[src/rtl/modbus_hreg_pkg.sv]
// modbus_hreg_pkg: shared encodings for the Modbus holding-register arbiter
package modbus_hreg_pkg;
   localparam int REG_W = 16;
   localparam logic ST_OK = 1'b0;
   localparam logic ST_REJ = 1'b1;
   typedef enum logic [1:0] {IDLE, WR_MB, WR_HOST} state_t;
   typedef enum logic {GNT_MB, GNT_HOST} gnt_t;
endpackage

[src/rtl/hreg_irq_stretch.sv]
// hreg_irq_stretch: reloadable down-counter stretching a one-cycle trigger to INTR_CLOCK cycles
module hreg_irq_stretch #(
   parameter int INTR_CLOCK = 5
) (
   input  logic clk,
   input  logic rst_n,
   input  logic trig,
   output logic pulse
);
   localparam int CW = $clog2(INTR_CLOCK + 1);
   logic [CW-1:0] cnt;
   always_ff @(posedge clk)
      if (!rst_n) cnt <= '0;
      else if (trig) cnt <= CW'(INTR_CLOCK);
      else if (cnt != '0) cnt <= cnt - 1'b1;
   assign pulse = cnt != '0;
endmodule

[src/rtl/modbus_hreg_arbiter.sv]
// modbus_hreg_arbiter: Modbus/host write arbiter over holding registers; MODBUS_HREG_OVR_CNT_EN adds mb_ovr_cnt
module modbus_hreg_arbiter
   import modbus_hreg_pkg::*;
#(
   parameter int REG_NUM = 4,
   parameter int INTR_CLOCK = 5,
   parameter logic [REG_W-1:0] RST_VAL = 16'h0000
) (
   input  logic                     clk,
   input  logic                     rst_n,
   input  logic                     mb_wen,
   input  logic [7:0]               mb_waddr,
   input  logic [REG_W-1:0]         mb_wdat,
   output logic                     mb_w_done,
   output logic                     mb_w_status,
   input  logic                     host_wreq,
   input  logic [7:0]               host_waddr,
   input  logic [REG_W-1:0]         host_wdat,
   output logic                     host_wack,
   output logic                     host_werr,
   input  logic [REG_NUM-1:0]       wr_protect,
   output logic [REG_W*REG_NUM-1:0] reg_bank_o,
   output logic [REG_NUM-1:0]       reg_update,
   output logic                     busy
`ifdef MODBUS_HREG_OVR_CNT_EN
   ,
   output logic [7:0]               mb_ovr_cnt
`endif
);
   state_t state, state_nx;
   gnt_t last_grant, last_nx;
   logic mb_pend, mb_cap, host_vld, pick_mb;
   logic [7:0] mb_addr_q;
   logic [REG_W-1:0] mb_dat_q;
   logic [REG_NUM-1:0] mb_hit, host_hit;
   assign host_vld = host_wreq && !host_wack;
   assign mb_cap = mb_wen && !mb_pend && state != WR_MB;
   assign busy = state != IDLE || mb_pend;
   always_comb begin
      pick_mb = mb_pend && (!host_vld || last_grant == GNT_HOST);
      state_nx = state != IDLE ? IDLE : pick_mb ? WR_MB : host_vld ? WR_HOST : IDLE;
      last_nx = (state == IDLE && mb_pend && host_vld) ? (pick_mb ? GNT_MB : GNT_HOST) : last_grant;
   end
   always_ff @(posedge clk)
      if (!rst_n) begin
         state <= IDLE;
         last_grant <= GNT_HOST;
         mb_pend <= 1'b0;
         mb_addr_q <= '0;
         mb_dat_q <= '0;
         mb_w_done <= 1'b0;
         mb_w_status <= ST_OK;
         host_wack <= 1'b0;
         host_werr <= 1'b0;
      end else begin
         state <= state_nx;
         last_grant <= last_nx;
         if (mb_cap) begin
            mb_pend <= 1'b1;
            mb_addr_q <= mb_waddr;
            mb_dat_q <= mb_wdat;
         end else if (state_nx == WR_MB) mb_pend <= 1'b0;
         mb_w_done <= state == WR_MB;
         mb_w_status <= (state == WR_MB && mb_hit == '0) ? ST_REJ : ST_OK;
         host_wack <= state == WR_HOST;
         host_werr <= state == WR_HOST && host_hit == '0;
      end
   // full 8-bit address compare per register; a miss on every register is a reject
   for (genvar i = 0; i < REG_NUM; i++) begin : g_reg
      logic [REG_W-1:0] r;
      assign mb_hit[i] = state == WR_MB && mb_addr_q == 8'(i) && !wr_protect[i];
      assign host_hit[i] = state == WR_HOST && host_waddr == 8'(i);
      always_ff @(posedge clk)
         if (!rst_n) r <= RST_VAL;
         else if (mb_hit[i]) r <= mb_dat_q;
         else if (host_hit[i]) r <= host_wdat;
      assign reg_bank_o[REG_W*i +: REG_W] = r;
      hreg_irq_stretch #(.INTR_CLOCK(INTR_CLOCK)) u_irq (
         .clk(clk),
         .rst_n(rst_n),
         .trig(mb_hit[i]),
         .pulse(reg_update[i])
      );
   end
`ifdef MODBUS_HREG_OVR_CNT_EN
   always_ff @(posedge clk)
      if (!rst_n) mb_ovr_cnt <= '0;
      else if (mb_wen && !mb_cap && mb_ovr_cnt != 8'hFF) mb_ovr_cnt <= mb_ovr_cnt + 8'd1;
`endif
endmodule

[config.mk]
export PLATFORM = sky130hd
export DESIGN_NAME = modbus_hreg_arbiter
export DESIGN_NICKNAME = d
export VERILOG_FILES = /design/src/rtl/modbus_hreg_pkg.sv /design/src/rtl/hreg_irq_stretch.sv /design/src/rtl/modbus_hreg_arbiter.sv
export SDC_FILE = /design/constraint.sdc
export NUM_CORES = 1
export LEC_CHECK = 0
export BUFFER_PORTS_ARGS = -buffer_cell sky130_fd_sc_hd__buf_2
export CORE_ASPECT_RATIO = 1.25
export CORE_MARGIN = 2
export CORE_UTILIZATION = 30
export CTS_BUF_LIST = sky130_fd_sc_hd__clkbuf_16
export CTS_CLUSTER_DIAMETER = 30
export DETAILED_ROUTE_END_ITERATION = 16
export HOLD_SLACK_MARGIN = 0.02
export RECOVER_POWER = 100
export SLEW_MARGIN = 25
export SYNTH_ARGS = -nofsm -noshare
export SYNTH_HDL_FRONTEND = slang
export SYNTH_SLANG_ARGS = --single-unit
[constraint.sdc]
create_clock -name clk -period 2.2 [get_ports clk]
set_input_delay 0.11 -clock clk [delete_from_list [all_inputs] [get_ports clk]]
set_output_delay 0.11 -clock clk [all_outputs]
set_load 0.02 [all_outputs]
==> impl_metrics.py <==
metrics = {
    "cts": {
        "cts_inserted_buffers": 9,
        "cts_root_buf": "clkbuf_16",
        "clockBufferDepth": 2,
        "cts.sinks": 108,
        "post_cts_resized": 0,
        "cts_tree": "done",
        "cts.htree.levels": 3,
        "clk_latency_ns": 0.36,
        "post_cts_buffers": 0,
        "clk_pin_slew_ns": 0.07,
    },
    "logic_synthesis": {
        "syn_nets": 662,
        "synthTopCellsByArea": "dfxtp_1, nand2_1, a31oi_1",
        "ys_seq_area_share_pct": 45.5,
        "yosysTopAreaCellShare_pct": 45.5,
        "yosysWarnings": 0,
        "postSynthAreaPerCell_um2": 8.01,
        "ys_types": 40,
        "syn_inst": 594,
        "synth_largest_area_cell": "dfxtp_1",
        "ys_ff_latch": 108,
        "synthesis.area_um2": 4760,
    },
    "setup_path": {
        "cpPeakStageDelay_ns": 0.65,
        "path_cells": "dlygate4sd3_1 -> clkbuf_1 -> or4b_4 -> or3_1 -> nand2_1 -> a31oi_1",
        "worstPathArrival_ns": 2.24,
        "worstSetupEndpoint": "g_reg[3].r[8]$_SDFFE_PN0P_",
        "r2r_start": "state[0]$_SDFF_PN0_",
        "rr_worst_depth": 4,
        "required_ns": 2.43,
        "cp_num_buf_inv": 2,
        "r2r_end": "g_reg[3].r[8]$_SDFFE_PN0P_",
        "cp-start-kind": "input port",
        "critPathTopFamily": "simple AND/OR/NAND/NOR gates",
        "crit_slowest_cell": "or3_1",
        "crit_cells": 6,
        "crit_fanout": 16,
        "startpoint": "host_waddr[6]",
        "critPathCaptureType": "flop",
        "rrSetupSlack_ns": 0.25,
        "critPathKind": "input port to flop",
    },
    "pwr": {
        "peakVddDrop_v": 0.000359,
        "p_comb_share_pct": 17.1,
        "p_seq_share_pct": 45.9,
        "switchingPower_mw": 1.29,
        "p_per_area_nw_per_um2": 778,
        "internal_power_mw": 3.38,
        "p_clk_share_pct": 37.0,
        "netSwitchingFraction_pct": 27.7,
        "power_leakage_nw": 2.24,
    },
    "drt": {
        "routed_wl_um": 14900,
        "routedWlPerCell_um": 15.8,
        "dr.pass1.iters": 5,
        "initialDrtViolationCount": 325,
        "avgViaCountPerCell": 4.92,
        "drc": 0,
        "ant_nets": 0,
        "via_count": 4640,
    },
    "timing": {
        "tightest_slew_ns": 1.36,
        "fin_crit_sh_pct": 91.6,
        "setup-violations-final": 0,
        "finalMaxSlewViolations": 0,
        "fin_crit_ns": 2.01,
        "max_freq_mhz": 496,
        "tns_ns": 0,
        "rsz0062_at_grt": "false",
        "hold_viol": 0,
        "max_slew_margin_pct": 9.37,
        "clock_skew_ns": 0.0103,
    },
    "min_path": {
        "hp-class": "input port to flop",
    },
    "cells_and_area": {
        "antenna_cells": 0,
        "area_delta_synth_final_pct": 26.3,
        "fillCellCount": 1729,
        "nets": 794,
        "drive_gt1_share_pct": 12.6,
        "final_common_cell": "nand2_1",
        "final_cells": 943,
        "layout_common_cells": "nand2_1, dfxtp_1, clkbuf_1",
    },
    "placed_design": {
        "dpl.cell_count": 905,
        "gp_congestion": 0.896,
        "post-dp-hpwl_um": 10700,
        "numPortBuffers": 128,
    },
    "grt": {
        "grt.busiest_layer": "met2",
        "gr-usage-met3_pct": 3.00,
        "grt_max_degree": 44,
        "grt_pass1_vias": 4131,
        "grt_util_met1_pct": 22.8,
        "grt_pass1_wl_um": 22800,
        "overflow": 0,
        "use_met2_pct": 29.6,
        "antenna_found_initial": 0,
        "grt_util_all_layers_pct": 17.7,
    },
    "run": {
        "maxCapViolCount": 0,
    },
    "floorplanning": {
        "core_um2": 15600,
        "die_h_um": 145,
        "ios": 129,
        "initial_core_util_pct": 30.5,
        "fp.dieW_um": 117,
        "rows": 51,
        "die_area_um2": 16900,
    },
    "run_status": {
        "status": "finished clean",
    },
}
[power groups by stage]
stage | combinational (mW) | sequential, mW | clock [mW]
finish | 0.798 | 2.15 | 1.73
global route | 0.915 | 2.16 | 1.82
global placement | 0.779 | 2.19 | 0
detailed placement | 0.796 | 2.19 | 0
floorplan | 0.596 | 2.17 | 0
CTS | 0.831 | 2.15 | 1.76
[cell usage after synthesis (all sizes together)]
cell and count:
mux2i 4, and3 5, nand2 186, or4b 1
a21boi 33, and4 1, nand3 3, a31oi 64
o21ai 68, o31a 1, ha 12, nor3 2
or3 2, nor3b 2, nor4b 3, nand4 5
clkbuf 33, nor4 4, xor2 4, dfxtp 108
or4 3, nor2b 2, or3b 1, nand2b 1
nor2 6, inv 22, o31ai 1, buf 14
and4b 1, xnor2 1, and3b 1
[sequential cells by signal (all words and copies together) (netlist names), 2 cells and up]
register and count:
g.r 64, mb_dat_q 16, g.u_irq.cnt 12, mb_addr_q 8
state 2
[logic make-up after synthesis]
| kind of cell | share of synthesized area [%] |
|---|---|
| compound gates | 21.1 |
| xor+xnor | 0.921 |
| fa+ha+maj | 3.16 |
| buf+inv | 6.63 |
| flops | 45.5 |
| mux | 0.842 |
| simple gates | 21.9 |
[worst reg2reg max path, delay by kind of cell, from the launching register on]
family	cells	cell delay [ns]
compound gates	1	0.09
flops	1	0.32
simple gates	3	1.42
[area by class of cell]
type / count / area (µm²) / share of cell area (%)
Sequential cell: 108 / 2160 / 36.0
Clock buffer: 9 / 225 / 3.75
Multi-Input combinational cell: 417 / 2280 / 38.0
Timing Repair Buffer: 168 / 903 / 15.0
Clock inverter: 7 / 83.8 / 1.40
Tap cell: 212 / 265 / 4.42
Inverter: 22 / 82.6 / 1.38
[per-layer routing]
metal	up-vias	wire, µm
li1	2291	-
met1	2166	6470
met2	162	7330
met3	21	794
met4	0	280
met5	-	0
[timing repair]
action,CTS,global route
hold buffers,22,0
endpoints found under the hold margin,21,0
setup endpoints to repair,0,0
[worst min path at each step]
stage	start	endpoint	cells after the start
after floorplan	host_waddr[6]	host_werr$_SDFF_PN0_	1
after global placement	mb_wdat[7]	mb_dat_q[7]$_SDFFE_PN0P_	3
after detailed placement	mb_wdat[12]	mb_dat_q[12]$_SDFFE_PN0P_	3
after CTS	mb_wdat[14]	mb_dat_q[14]$_SDFFE_PN0P_	3
after global routing	mb_wdat[14]	mb_dat_q[14]$_SDFFE_PN0P_	3
final	mb_waddr[7]	mb_addr_q[7]$_SDFFE_PN0P_	3
[stage by stage]
step | util, % | hold WS, ns | instance area, µm² | setup slack (ns) | power [mW]
finish | 38.6 | 0.0195 | 6010 | 0.185 | 4.67
global route | 38.6 | 0.0308 | 6010 | 0.0692 | 4.90
global placement | 35.8 | 0.368 | 5580 | 0.285 | 2.97
floorplan | - | 0.242 | 4760 | 0.268 | 2.77
detailed placement | 35.8 | 0.371 | 5580 | 0.258 | 2.99
CTS | 39.2 | 0.0224 | 6110 | 0.201 | 4.74
Power figures use the tool's default switching activity.
